==> config.mk <==
export PLATFORM = sky130hd
export DESIGN_NAME = hiscore_ram_arbiter
export DESIGN_NICKNAME = d
export VERILOG_FILES = /design/src/rtl/hiscore_pkg.sv /design/src/rtl/hiscore_wr_fifo.sv /design/src/rtl/hiscore_ram_arbiter.sv
export SDC_FILE = /design/constraint.sdc
export NUM_CORES = 1
export LEC_CHECK = 0
export CAP_MARGIN = 20
export CORE_MARGIN = 5
export CORE_UTILIZATION = 40
export DETAILED_ROUTE_END_ITERATION = 10
export DONT_BUFFER_PORTS = 1
export HOLD_SLACK_MARGIN = 0.1
export PLACE_DENSITY = 0.52
export SLEW_MARGIN = 20
export SYNTH_ARGS = -nofsm -noshare
export SYNTH_HDL_FRONTEND = slang
export SYNTH_SLANG_ARGS = --single-unit
==> constraint.sdc <==
create_clock -name clk -period 3.4 [get_ports clk]
set_clock_uncertainty 0.05 [all_clocks]
set_input_delay 0.51 -clock clk [delete_from_list [all_inputs] [get_ports clk]]
set_output_delay 0.51 -clock clk [all_outputs]
set_load 0.05 [all_outputs]
==> src/rtl/hiscore_pkg.sv <==
// rtl/hiscore_pkg.sv - shared types for the hiscore RAM arbiter
package hiscore_pkg;

    localparam int HS_AW = 10;
    localparam int HS_DW = 8;

    typedef enum logic [1:0] {IDLE, REQ, OWN, REL} hs_arb_state_t;

    typedef struct packed {
        logic [HS_AW-1:0] addr;
        logic [HS_DW-1:0] data;
    } hs_wr_entry_t;

endpackage

==> src/rtl/hiscore_wr_fifo.sv <==
// rtl/hiscore_wr_fifo.sv - small registered write FIFO with combinational head
module hiscore_wr_fifo #(
    parameter int W  = 18,
    parameter int AW = 2
) (
    input  logic         clk,
    input  logic         rst,
    input  logic         push,
    input  logic [W-1:0] din,
    input  logic         pop,
    output logic [W-1:0] head,
    output logic         full,
    output logic         empty
);

    localparam int DEPTH = 1 << AW;

    logic [W-1:0]  mem [DEPTH];
    logic [AW-1:0] wr_ptr;
    logic [AW-1:0] rd_ptr;
    logic [AW:0]   count;
    logic          do_push;
    logic          do_pop;

    assign empty   = (count == '0);
    assign full    = (count == (AW+1)'(DEPTH));
    assign do_pop  = pop & ~empty;
    // A simultaneous pop frees a slot, so a push into a full FIFO still lands.
    assign do_push = push & (~full | do_pop);
    assign head    = mem[rd_ptr];

    always_ff @(posedge clk) begin
        if (do_push) begin
            mem[wr_ptr] <= din;
        end
    end

    always_ff @(posedge clk or posedge rst) begin
        if (rst) begin
            wr_ptr <= '0;
            rd_ptr <= '0;
            count  <= '0;
        end else begin
            if (do_push) begin
                wr_ptr <= wr_ptr + AW'(1);
            end
            if (do_pop) begin
                rd_ptr <= rd_ptr + AW'(1);
            end
            count <= count + (AW+1)'(do_push) - (AW+1)'(do_pop);
        end
    end

endmodule

==> src/rtl/hiscore_ram_arbiter.sv <==
// rtl/hiscore_ram_arbiter.sv - buffers hiscore writes and borrows the game RAM from the CPU
module hiscore_ram_arbiter
    import hiscore_pkg::*;
#(
    parameter int          ADDRESSWIDTH = 10,
    parameter int          FIFO_AW      = 2,
    parameter logic [15:0] HOLD_TIMEOUT = 16'hFFFF
) (
    input  logic                    clk,
    input  logic                    reset,
    input  logic [ADDRESSWIDTH-1:0] hs_address,
    input  logic [7:0]              hs_data,
    input  logic                    hs_write,
    input  logic                    hs_pause,
    output logic [7:0]              hs_din,
    input  logic [ADDRESSWIDTH-1:0] cpu_address,
    input  logic [7:0]              cpu_data,
    input  logic                    cpu_cs,
    input  logic                    cpu_write,
    output logic [7:0]              cpu_q,
    output logic                    cpu_hold,
    input  logic                    cpu_hold_ack,
    output logic [ADDRESSWIDTH-1:0] ram_address,
    output logic [7:0]              ram_data,
    output logic                    ram_we,
    input  logic [7:0]              ram_q,
    output logic                    busy,
    output logic                    overflow,
    output logic                    hold_timeout
);

    localparam int EW = ADDRESSWIDTH + 8;

    hs_arb_state_t state;
    hs_arb_state_t next_state;
    logic [15:0]   timer;
    logic          pop;
    logic          timed_out;
    logic [EW-1:0] fifo_head;
    logic          fifo_full;
    logic          fifo_empty;

    hiscore_wr_fifo #(
        .W  (EW),
        .AW (FIFO_AW)
    ) u_fifo (
        .clk   (clk),
        .rst   (reset),
        .push  (hs_write),
        .din   ({hs_address, hs_data}),
        .pop   (pop),
        .head  (fifo_head),
        .full  (fifo_full),
        .empty (fifo_empty)
    );

    always_comb begin
        next_state = state;
        pop        = 1'b0;
        timed_out  = 1'b0;
        case (state)
            IDLE: begin
                if (~fifo_empty | hs_pause) begin
                    next_state = REQ;
                end
            end
            REQ: begin
                if (cpu_hold_ack) begin
                    next_state = OWN;
                end else if (timer == HOLD_TIMEOUT - 16'd1) begin
                    next_state = OWN;
                    timed_out  = 1'b1;
                end
            end
            OWN: begin
                pop = ~fifo_empty;
                // Keep the bus until the queue drains, even if pause already dropped.
                if (fifo_empty & ~hs_pause) begin
                    next_state = REL;
                end
            end
            REL: begin
                next_state = IDLE;
            end
            default: begin
                next_state = IDLE;
            end
        endcase
    end

    always_ff @(posedge clk or posedge reset) begin
        if (reset) begin
            state        <= IDLE;
            timer        <= 16'd0;
            cpu_hold     <= 1'b0;
            hs_din       <= 8'd0;
            overflow     <= 1'b0;
            hold_timeout <= 1'b0;
        end else begin
            state    <= next_state;
            timer    <= (state == REQ && next_state == REQ) ? timer + 16'd1 : 16'd0;
            cpu_hold <= (next_state == REQ) || (next_state == OWN);
            hs_din   <= ram_q;
            if (hs_write & fifo_full & ~pop) begin
                overflow <= 1'b1;
            end
            if (timed_out) begin
                hold_timeout <= 1'b1;
            end
        end
    end

    // While owned, CPU strobes are dropped entirely; the CPU is stalled by cpu_hold.
    always_comb begin
        if (state == OWN) begin
            ram_address = fifo_empty ? hs_address : fifo_head[EW-1:8];
            ram_data    = fifo_head[7:0];
            ram_we      = pop;
        end else begin
            ram_address = cpu_address;
            ram_data    = cpu_data;
            ram_we      = cpu_cs & cpu_write;
        end
    end

    assign cpu_q = ram_q;
    assign busy  = (state != IDLE);

endmodule

==> reports/metrics.cfg <==
[detailed_routing]
viasPerCell=5.37
wl_met2_um=4210
ant_nets=0
drt_iter0_drc=167
dr_wl_met3_um=799
routedWlPerCell_um=18.6
drt-met1-wl_um=3730
detailroute.via_count=2576
routed.top_layer=met4
first_pass_iters=4
wl_um=8920
drcViolationCount=0

[sta]
hold_viol=0
fin_crit_ps=2640
rsz0062_at_grt=no
fin_crit_sh_pct=77.7
setup_violations=0
relSlewSlack_pct=64.4
timing.final.max_slew_violations=0
holdWs_ps=101
fin_setup_tns_ps=0
max_freq_mhz=378
worst_slew_pin_slew_ps=530

[clock_tree]
post_cts_buffers=0
ctsResizeCount=0
clk_pin_slew_worst_paths_ps=60
cts_max_level=3
root_buffer=clkbuf_16
cts_sinks=108
cts.path.max_buffers=2
cts_tree=built
clock_latency_ps=350
cts_buffers=9
ctsHoldBuffers=0

[critical_path]
rr_startpoint=timer[7]
crit_top_cell=nand2_1
crit_path_end_kind=output pin
r2r-end=timer[15]
worstPathArrival_ps=2080
cpLargestDelayFamily=flip-flops
reg2reg_depth=8
slowest_delay_ps=600
reg2reg_slack_ps=890
setup.worst_path.start_class=register
crit_type=register to output pin
worstPathRequired_ps=2840
cp_cell_sequence=buf_12, mux4_2, nand2_1, nand2_1
worst-path-max-fanout=15
worstPathBufferInverterCount=1
slowest_stage=dfrtp_1

[floorplanning]
die-width_um=117
coreArea_mm2=0.0113
die_y_um=117
initial_utilization_pct=40.5
ios=90
rows=39
die-area_mm2=0.0137

[logic_synthesis]
synth_fp_nets=381
synth-seq-cells=108
synth_commonest_cells=edfxtp_1, nand2_1, dfrtp_1
yosysTopAreaCell=edfxtp_1
yosysMostFrequentCell=edfxtp_1
synth_top_area_share_pct=47.2
synthFlopType=edfxtp_1
synth_cells=320
async_flop_share_pct=33.3
synth-warning-count=0
syn_avg_cell_area_um2=14.3
synth_area_mm2=0.00458
synth_area_leaders=edfxtp_1, dfrtp_1, mux4_2, nand2_1, ha_1
synth_edf_count=72
yosysUniqueCellTypes=39
yosysSeqAreaShare_pct=66.8

[grt]
grt_pass1_wl_um=14100
grt_pass1_vias=2587
grt_max_degree=37
grt.overflow.total=0
antenna_found_initial=0
grtUsageTotal_pct=14.1

[worst_hold_path]
min_path_type=primary input to async pin

[placed_design]
io_buffer_count=0
hpwl_um=5900
gp_congestion=0.759

[power_and_ir_drop]
vdd_drop_max_mv=0.478
power_density_mw_per_mm2=869
p_total_w=0.00443
leakage_nw=1.92

[finish]
antenna_cells=0
drive_gt1_share_pct=17.5
fin_nets=393
n_fill_cell=1032
areaGrowthSynthToFinish_pct=11.4

[job]
maxCapViolations=0

[status]
status=finished clean

==> layer usage <==
metal  global-route usage, %  up-vias
li1                        -     1179
met1                    17.9     1288
met2                    21.8       97
met3                    4.99       12
met4                    6.27        0
met5                       0        -
==> worst max-delay path by stage <==
| stage | startpoint | cells past startpoint | endpoint |
|---|---|---|---|
| 2_1_floorplan | state[1] | 5 | ram_address[7] |
| 6_report | u_fifo.rd_ptr[0] | 4 | ram_data[7] |
| 3_3_place_gp | u_fifo.count[2] | 8 | timer[15] |
| 4_1_cts | u_fifo.rd_ptr[0] | 4 | ram_data[1] |
| 5_1_grt | u_fifo.rd_ptr[0] | 4 | ram_data[3] |
| 3_5_place_dp | u_fifo.count[2] | 8 | timer[12] |
==> cell type report <==
class / instances / area (µm²) / area share (%)
timing repair buffer: 21 / 170 / 3.33
clock inverter: 5 / 51.3 / 1.01
sequential: 108 / 3060 / 60.0
clock buffer: 11 / 233 / 4.56
multi-input combinational: 181 / 1370 / 26.8
tap: 143 / 179 / 3.51
inverter: 11 / 41.3 / 0.809
==> cell usage in the layout (no fill, tap or decap), types with 4 or more instances in the layout <==
cell type / instances
mux4_2: 18
clkbuf_16: 9
nor3_1: 4
nand3_1: 7
a21oi_1: 22
edfxtp_1: 72
nor2_1: 29
ha_1: 9
xor2_1: 8
inv_1: 11
nand4_1: 4
xnor2_1: 9
buf_4: 20
dfrtp_1: 36
nand2_1: 39
and2_1: 4
==> sequential cells by signal (all words and copies together), names as in the netlist <==
register and count:
cpu_hold 1, u_fifo.rd_ptr 2, u_fifo.count 3, u_fifo.mem 72, overflow 1, u_fifo.wr_ptr 2, hs_din 8, timer 16
hold_timeout 1, state 2
==> metrics by stage <==
step                utilization (%)  instance area (µm²)  std cells  setup slack (ps)
finish                         45.1                 5100        480               757
global route                   45.1                 5100        480               599
CTS                            45.1                 5100        480               689
detailed placement             42.6                 4820        464               847
global placement               42.6                 4820        464               914
floorplan                         -                 4580        320              1000
==> power by group <==
group | internal [W] | switching, W | total (W)
Clock | 0.000568 | 0.000440 | 0.00101
Combinational | 0.000566 | 0.000979 | 0.00154
Sequential | 0.00168 | 0.000198 | 0.00188
Total | 0.00282 | 0.00162 | 0.00443
==> logic make-up after synthesis <==
logic type,Yosys count,share of synthesized area (%)
DFF,108,66.8
and+or+nand+nor,102,10.1
AOI/OAI and AO/OA,33,4.42
buffers and inverters,31,3.41
muxes,19,9.09
xor gates and xnor gates,17,3.25
adders and majority gates,10,2.89
Note: power is estimated with default switching activity, not from simulation.
